### src/rtl/d_sram_bridge_if.sv
// SRAM-like data bus between the MEM-stage bridge (master) and the memory slave.
// The request side is driven by the bridge; addr_ok/data_ok/rdata come back from the slave.
interface d_sram_bridge_if #(
  parameter int ADDR_W = 32,
  parameter int DATA_W = 32
) ();
  logic              data_req;
  logic              data_wr;
  logic [1:0]        data_size;
  logic [ADDR_W-1:0] data_addr;
  logic [DATA_W-1:0] data_wdata;
  logic              data_addr_ok;
  logic              data_data_ok;
  logic [DATA_W-1:0] bus_rdata;

  modport master (
    output data_req, data_wr, data_size, data_addr, data_wdata,
    input  data_addr_ok, data_data_ok, bus_rdata
  );

  modport slave (
    input  data_req, data_wr, data_size, data_addr, data_wdata,
    output data_addr_ok, data_data_ok, bus_rdata
  );
endinterface

### src/rtl/d_sram_bridge.sv
// Data-side bridge: turns a one-cycle MEM-stage access into one req/addr_ok/data_ok
// bus transaction, stalls the pipeline meanwhile, and holds the load result until release.
module d_sram_bridge #(
  parameter int ADDR_W = 32,
  parameter int DATA_W = 32
) (
  input  logic              clk,
  input  logic              resetn,
  input  logic              data_en,
  input  logic [3:0]        data_wen,
  input  logic [ADDR_W-1:0] cpu_addr,
  input  logic [DATA_W-1:0] cpu_wdata,
  output logic [DATA_W-1:0] data_rdata,
  output logic              d_stall,
  input  logic              longest_stall,
  d_sram_bridge_if.master   bus
);

  typedef enum logic [1:0] {
    IDLE = 2'd0,
    REQ  = 2'd1,
    WAIT = 2'd2,
    DONE = 2'd3
  } state_e;

  state_e            state_q, state_d;
  logic [ADDR_W-1:0] addr_q, addr_d;
  logic [DATA_W-1:0] wdata_q, wdata_d;
  logic              wr_q, wr_d;
  logic [1:0]        size_q, size_d;
  logic [DATA_W-1:0] rdata_q, rdata_d;

  // Illegal enable patterns fall back to a full-word access.
  function automatic logic [1:0] size_of(input logic [3:0] wen);
    logic [1:0] sz;
    case (wen)
      4'b0001, 4'b0010, 4'b0100, 4'b1000: sz = 2'd0;
      4'b0011, 4'b1100:                   sz = 2'd1;
      default:                            sz = 2'd2;
    endcase
    return sz;
  endfunction

  always_comb begin
    state_d = state_q;
    addr_d  = addr_q;
    wdata_d = wdata_q;
    wr_d    = wr_q;
    size_d  = size_q;
    rdata_d = rdata_q;
    case (state_q)
      IDLE: begin
        if (data_en) begin
          addr_d  = cpu_addr;
          wdata_d = cpu_wdata;
          wr_d    = |data_wen;
          size_d  = size_of(data_wen);
          state_d = REQ;
        end
      end
      REQ: begin
        if (bus.data_addr_ok) state_d = WAIT;
      end
      WAIT: begin
        if (bus.data_data_ok) begin
          rdata_d = bus.bus_rdata;
          state_d = DONE;
        end
      end
      DONE: begin
        // Staying here while frozen keeps the same access from being reissued.
        if (!longest_stall) state_d = IDLE;
      end
      default: state_d = IDLE;
    endcase
  end

  always_ff @(posedge clk or negedge resetn) begin
    if (!resetn) begin
      state_q <= IDLE;
      addr_q  <= '0;
      wdata_q <= '0;
      wr_q    <= 1'b0;
      size_q  <= 2'd0;
      rdata_q <= '0;
    end else begin
      state_q <= state_d;
      addr_q  <= addr_d;
      wdata_q <= wdata_d;
      wr_q    <= wr_d;
      size_q  <= size_d;
      rdata_q <= rdata_d;
    end
  end

  assign bus.data_req   = (state_q == REQ);
  assign bus.data_wr    = wr_q;
  assign bus.data_size  = size_q;
  assign bus.data_addr  = addr_q;
  assign bus.data_wdata = wdata_q;

  assign data_rdata = rdata_q;
  assign d_stall    = data_en & (state_q != DONE);

endmodule

### src/flat_wrapper.sv
// flat-port wrapper written by rule: the top's interface ports become plain ports
module d_sram_bridge_flat 
#(
  parameter int ADDR_W = 32,
  parameter int DATA_W = 32
)
  (clk, resetn, data_en, data_wen, cpu_addr, cpu_wdata, data_rdata, d_stall, longest_stall, bus_data_req, bus_data_wr, bus_data_size, bus_data_addr, bus_data_wdata, bus_data_addr_ok, bus_data_data_ok, bus_bus_rdata);
  d_sram_bridge_if #(.ADDR_W(ADDR_W), .DATA_W(DATA_W)) bus_i ();
  input  logic clk;
  input  logic resetn;
  input  logic data_en;
  input  logic [3:0] data_wen;
  input  logic [ADDR_W-1:0] cpu_addr;
  input  logic [DATA_W-1:0] cpu_wdata;
  output logic [DATA_W-1:0] data_rdata;
  output logic d_stall;
  input  logic longest_stall;
  output wire logic [$bits(bus_i.data_req)-1:0] bus_data_req;
  output wire logic [$bits(bus_i.data_wr)-1:0] bus_data_wr;
  output wire logic [$bits(bus_i.data_size)-1:0] bus_data_size;
  output wire logic [$bits(bus_i.data_addr)-1:0] bus_data_addr;
  output wire logic [$bits(bus_i.data_wdata)-1:0] bus_data_wdata;
  input wire logic [$bits(bus_i.data_addr_ok)-1:0] bus_data_addr_ok;
  input wire logic [$bits(bus_i.data_data_ok)-1:0] bus_data_data_ok;
  input wire logic [$bits(bus_i.bus_rdata)-1:0] bus_bus_rdata;
  assign bus_data_req = bus_i.data_req;
  assign bus_data_wr = bus_i.data_wr;
  assign bus_data_size = bus_i.data_size;
  assign bus_data_addr = bus_i.data_addr;
  assign bus_data_wdata = bus_i.data_wdata;
  assign bus_i.data_addr_ok = bus_data_addr_ok;
  assign bus_i.data_data_ok = bus_data_data_ok;
  assign bus_i.bus_rdata = bus_bus_rdata;
  d_sram_bridge #(.ADDR_W(ADDR_W), .DATA_W(DATA_W)) u_core (.clk(clk), .resetn(resetn), .data_en(data_en), .data_wen(data_wen), .cpu_addr(cpu_addr), .cpu_wdata(cpu_wdata), .data_rdata(data_rdata), .d_stall(d_stall), .longest_stall(longest_stall), .bus(bus_i));
endmodule
### config.mk
export PLATFORM = sky130hd
export DESIGN_NAME = d_sram_bridge_flat
export DESIGN_NICKNAME = d
export VERILOG_FILES = /design/src/rtl/d_sram_bridge_if.sv /design/src/rtl/d_sram_bridge.sv /design/src/flat_wrapper.sv
export SDC_FILE = /design/constraint.sdc
export NUM_CORES = 1
export LEC_CHECK = 0
export CELL_PAD_IN_SITES_DETAIL_PLACEMENT = 1
export CELL_PAD_IN_SITES_GLOBAL_PLACEMENT = 1
export CORE_UTILIZATION = 33
export CTS_BUF_LIST = sky130_fd_sc_hd__clkbuf_16
export CTS_CLUSTER_DIAMETER = 200
export DETAILED_ROUTE_END_ITERATION = 10
export GPL_ROUTABILITY_DRIVEN = 0
export PLACE_DENSITY_LB_ADDON = 0.1
export SLEW_MARGIN = 20
export SYNTH_ARGS = -nofsm -noshare
export SYNTH_HDL_FRONTEND = slang
export SYNTH_SLANG_ARGS = --single-unit
### constraint.sdc
create_clock -name clk -period 3.8 [get_ports clk]
set_input_delay 0.76 -clock clk [delete_from_list [all_inputs] [get_ports clk]]
set_output_delay 0.76 -clock clk [all_outputs]
set_load 0.01 [all_outputs]
# Yosys cells after proc, flatten, opt, wreduce, memory -nomap -nowiden
# Index checks and enable logic that the tools add are counted.
word_totals:
  regBits: 101
  input_bits: 106
  output_inout_bits: 101
  word_cells: 34
op_classes:
  eq_ne: 14
  mux: 6
  bitwise: 1
  n_reduce_logical: 7
ops:
  columns: ["cell", "n"]
  rows:
  - ["$eq 4x2->1 const B", 2]
  - ["$eq 4x4->1 const B", 2]
  - ["$mux 2", 4]
  - ["$ne 2x2->1 const B", 4]
  - ["$pmux 2 s4", 1]
  - ["$reduce_or 4->1", 2]
  - ["$eq 2x2->1 const B", 2]
  - ["$eq 4x1->1 const B", 1]
  - ["$eq 4x3->1 const B", 1]
  - ["$pmux 2 s2", 1]
  - ["$reduce_and 2->1", 2]
  - ["$reduce_and 4->1", 1]
  - ["$eq 2x1->1 const B", 1]
  - ["$logic_not 2->1", 1]
  - ["$ne 2x1->1 const B", 1]
  - ["$reduce_or 2->1", 1]
  - ["$and 1x1->1", 1]

# Logic depth before layout (Yosys ltp)
depth:
  word_depth: 3
  ltp_mapped: 6
  mapped_depth_nobuf: 5

# Worst setup path before layout
# Ideal clock, no wire load.
synth_timing:
  kind: "input-to-output"
  start: "in data_en"
  end: "out d_stall"
  arrival_ns: 0.957
  t_required_ns: 3.040
  slack_ns: 2.083
  cell_stages: 1
  path_buffers: 0
  path_cell_list: "nor2b_1"
synth_between:
  elab_chain_len: 1
synth_rtl:
  columns: ["item", "line", "rtl"]
  rows:
  - ["start: declaration", "flat_wrapper.sv:11", "input logic data_en;"]
  - ["$and 1x1->1", "d_sram_bridge.sv:103", "assign d_stall = data_en & (state_q != DONE);"]
  - ["end: declaration", "flat_wrapper.sv:16", "output logic d_stall;"]
# No other way between the ends.

# Worst setup path in the final report
# Ends and elaborated chain as after synthesis.

==> metrics.cfg <==
[run_status]
result_of_the_run = finished with violations
violations = DRC

[setup_path]
worst_setup_path_start_kind = input port
endpoint_kind = output pin
crit_buf_inv = 2
critical_path_peak_fanout = 3
critPathArrivalTime_ns = 2.02
timing.critical_path.slowest_cell_delay_ns = 0.57
reg2reg_from = u_core.state_q[0]$_DFFE_PN0P_
worst_r2r_path_depth = 4
crit_path_top_delay_cell = sky130_fd_sc_hd__clkdlybuf4s50_1
critPathTopFamily = buffers and inverters
critical_path.most_common_cell = sky130_fd_sc_hd__clkdlybuf4s50_1
cp_data_required_time_ns = 3.04
critical_path.cell_chain = clkdlybuf4s50_1 > nor2b_1 > clkdlybuf4s50_1
endpoint = d_stall
cp.depth = 3
timing.critical_path.from = data_en
worstReg2RegEnd = u_core.bus.data_addr[13]$_DFFE_PN0P_
criticalPathCategory = input port to output pin
timing.reg2reg.setup_slack_ns = 1.80

[logic_synthesis]
synth_cells = 237
synth_seq_cells = 101
synth.cell_area_um2 = 3920
ys_top_cells_by_area = sky130_fd_sc_hd__dfrtp_1 (64%), sky130_fd_sc_hd__mux2_2 (26%), sky130_fd_sc_hd__ha_1 (1.6%)
post-synth-top-area-cell = sky130_fd_sc_hd__dfrtp_1
synth-seq-area-share_pct = 64.5
yosys.area.top_type_share_pct = 64.5
synth_nets = 348
ys_types = 22
synth_area_per_cell_um2 = 16.5
yosysWarningCount = 0

[sta]
report.final.hold_viol_count = 0
slew_of_the_pin_with_the_lowest_slew_margin_ns = 0.919
setup-violations-final = 0
maxClockFrequency_mhz = 359
worst_slew_slack_as_a_fraction_of_its_limit_pct = 38.7
tns_ns = 0
worst_clock_skew_ns = 0.00619
final.period_utilization_pct = 73.3
finalMaxSlewViolations = 0
rsz0062_at_grt = false
timing.final.crit_period_ns = 2.78

[global_routing]
globalRoute.totalOverflow = 0
pin_count_of_the_biggest_net_entering_global_routing = 72
antenna_found_initial = 0
globalRouteMet3Util_pct = 9.02
busiest_layer = met2
groute.layer.met2.usage_pct = 28.6
global_route.usage.met1_pct = 18.8
first_global_vias = 3039
grt_pass1_wl_um = 15900
grt_use_total_pct = 17.1

[cts]
cts_max_level = 3
clk_latency_ns = 0.34
tritoncts = done
clock_path_buffers = 2
clkTransAtPathRegs_ns = 0.06
post_cts_setup_bufs = 0
clock_sink_count = 101
numCtsBuffers = 9
cts_hold_buffers = 0
cts_root_buf = sky130_fd_sc_hd__clkbuf_16
post_cts_resized = 0

[route]
drt_first_iter_violations = 85
ant_nets = 0
detail_route.wirelength_um = 9950
detail_route.wl_per_cell_um = 16.7
via_per_inst = 4.59
post-route-drc-count = 32
routed-via-count = 2730
drt_pass1_iterations = 7

[finish]
fill_cells = 1166
area.growth.synth_to_final_pct = 62.0
most_frequent_cells_in_the_layout = sky130_fd_sc_hd__clkdlybuf4s50_1 (205), sky130_fd_sc_hd__dfrtp_1 (101), sky130_fd_sc_hd__mux2_2 (92)
fin_nets = 558
finalInstanceArea_um2 = 6350
n_antenna_cell = 0
final_util_pct = 55.1
stdcell_count = 595
share_of_layout_cells_above_drive_strength_1_pct = 24.6
final_common_cell = sky130_fd_sc_hd__clkdlybuf4s50_1

[placed_design]
dp_cells = 579
hpwl_um = 7310
buffer_ports.inserted = 206
place_area_um2 = 6090

[power]
cellLeakagePower_nw = 2.68
power_per_cell_area_nw_per_um2 = 811
vdd_ir_drop_max_mv = 0.547

[worst_hold_path]
min-delay-path-class = flip-flop to flip-flop
holdCritStartpoint = u_core.bus.data_size[1]$_DFFE_PN0P_

[die]
core_um2 = 11500
fp.dieArea_um2 = 12300
initial_utilization_pct = 34.1
number_of_placement_rows = 39
die_h_um = 111
number_of_primary_i_o_pins = 207
floorplan.die.width_um = 111

[run]
cap_violations = 0

==> layer usage <==
layer | vias to the layer above | wire length (um)
met4 | 0 | 102
li1 | 1239 | -
met1 | 1356 | 3700
met2 | 128 | 4930
met5 | - | 0
met3 | 7 | 1230
==> cells by family after synthesis <==
kind of cell | count (synthesis) | share of synthesized area (%)
flip-flops | 101 | 64.5
multiplexers | 98 | 28.2
AND/OR/NAND/NOR | 14 | 1.95
buffers and inverters | 13 | 2.65
AO/OA/AOI/OAI | 5 | 0.925
adder cells (fa/ha/maj) | 5 | 1.60
XOR/XNOR | 1 | 0.223
==> final cells by class <==
class	instances	area (um^2)	share of cell area, %
Inverter	3	11.3	0.177
Multi-Input combinational cell	123	1290	20.3
Clock buffer	9	225	3.55
Timing Repair Buffer	209	2080	32.8
Clock inverter	7	36.3	0.571
Tap cell	143	179	2.82
Sequential cell	101	2530	39.8
==> worst min-delay path, delay by kind of cell, from the launching register on <==
kind            cells  cell delay (ns)
compound gates      1             0.06
flops               1             0.35
simple gates        1             0.05
==> worst min-delay path by stage <==
| stage | end | slack [ns] | cells past startpoint |
|---|---|---|---|
| after floorplan | u_core.bus.data_addr[0]$_DFFE_PN0P_ | 0.46 | 0 |
| after global placement | u_core.bus.data_size[0]$_DFFE_PN0P_ | 0.46 | 2 |
| after detailed placement | u_core.bus.data_size[1]$_DFFE_PN0P_ | 0.48 | 2 |
| after CTS | u_core.bus.data_size[1]$_DFFE_PN0P_ | 0.50 | 2 |
| final | u_core.bus.data_size[1]$_DFFE_PN0P_ | 0.49 | 2 |
| after global routing | u_core.bus.data_addr[4]$_DFFE_PN0P_ | 0.51 | 1 |
==> stage by stage <==
step | setup WS (ns) | power [W] | hold WS (ns)
after floorplan | 2.08 | 0.00299 | 0.464
after global placement | 1.02 | 0.00431 | 0.465
after detailed placement | 1.01 | 0.00440 | 0.482
after CTS | 1.02 | 0.00525 | 0.497
after global routing | 0.965 | 0.00549 | 0.511
final | 1.02 | 0.00515 | 0.494
==> Yosys cell counts <==
cell,n
sky130_fd_sc_hd__dfrtp_1,101
sky130_fd_sc_hd__mux2_2,92
sky130_fd_sc_hd__buf_6,5
sky130_fd_sc_hd__ha_1,5
sky130_fd_sc_hd__nand2_1,5
sky130_fd_sc_hd__mux2_1,4
sky130_fd_sc_hd__buf_2,3
sky130_fd_sc_hd__inv_1,3
sky130_fd_sc_hd__nor2_1,3
sky130_fd_sc_hd__o21ai_0,3
sky130_fd_sc_hd__nand2b_1,2
sky130_fd_sc_hd__a31oi_1,1
sky130_fd_sc_hd__buf_4,1
sky130_fd_sc_hd__clkbuf_8,1
sky130_fd_sc_hd__mux2_4,1
sky130_fd_sc_hd__mux2i_1,1
sky130_fd_sc_hd__nand2_4,1
sky130_fd_sc_hd__nor2b_1,1
sky130_fd_sc_hd__nor4_1,1
sky130_fd_sc_hd__nor4bb_1,1
sky130_fd_sc_hd__o2111ai_2,1
sky130_fd_sc_hd__xor2_1,1
==> state kept, by name, indices dropped and copies added, names as in the netlist <==
| register | count |
|---|---|
| u_core.bus.data_wdata | 32 |
| u_core.data_rdata | 32 |
| u_core.bus.data_size | 2 |
| u_core.state_q | 2 |
| u_core.bus.data_addr | 32 |
| u_core.bus.data_wr | 1 |
==> power breakdown <==
group | internal [W] | switching [W] | total (W)
registers | 0.00163 | 0.000267 | 0.00190
clock network | 0.000434 | 0.000380 | 0.000815
logic | 0.00156 | 0.000885 | 0.00244
total | 0.00362 | 0.00153 | 0.00515
Note: power is estimated with default switching activity, not from simulation.
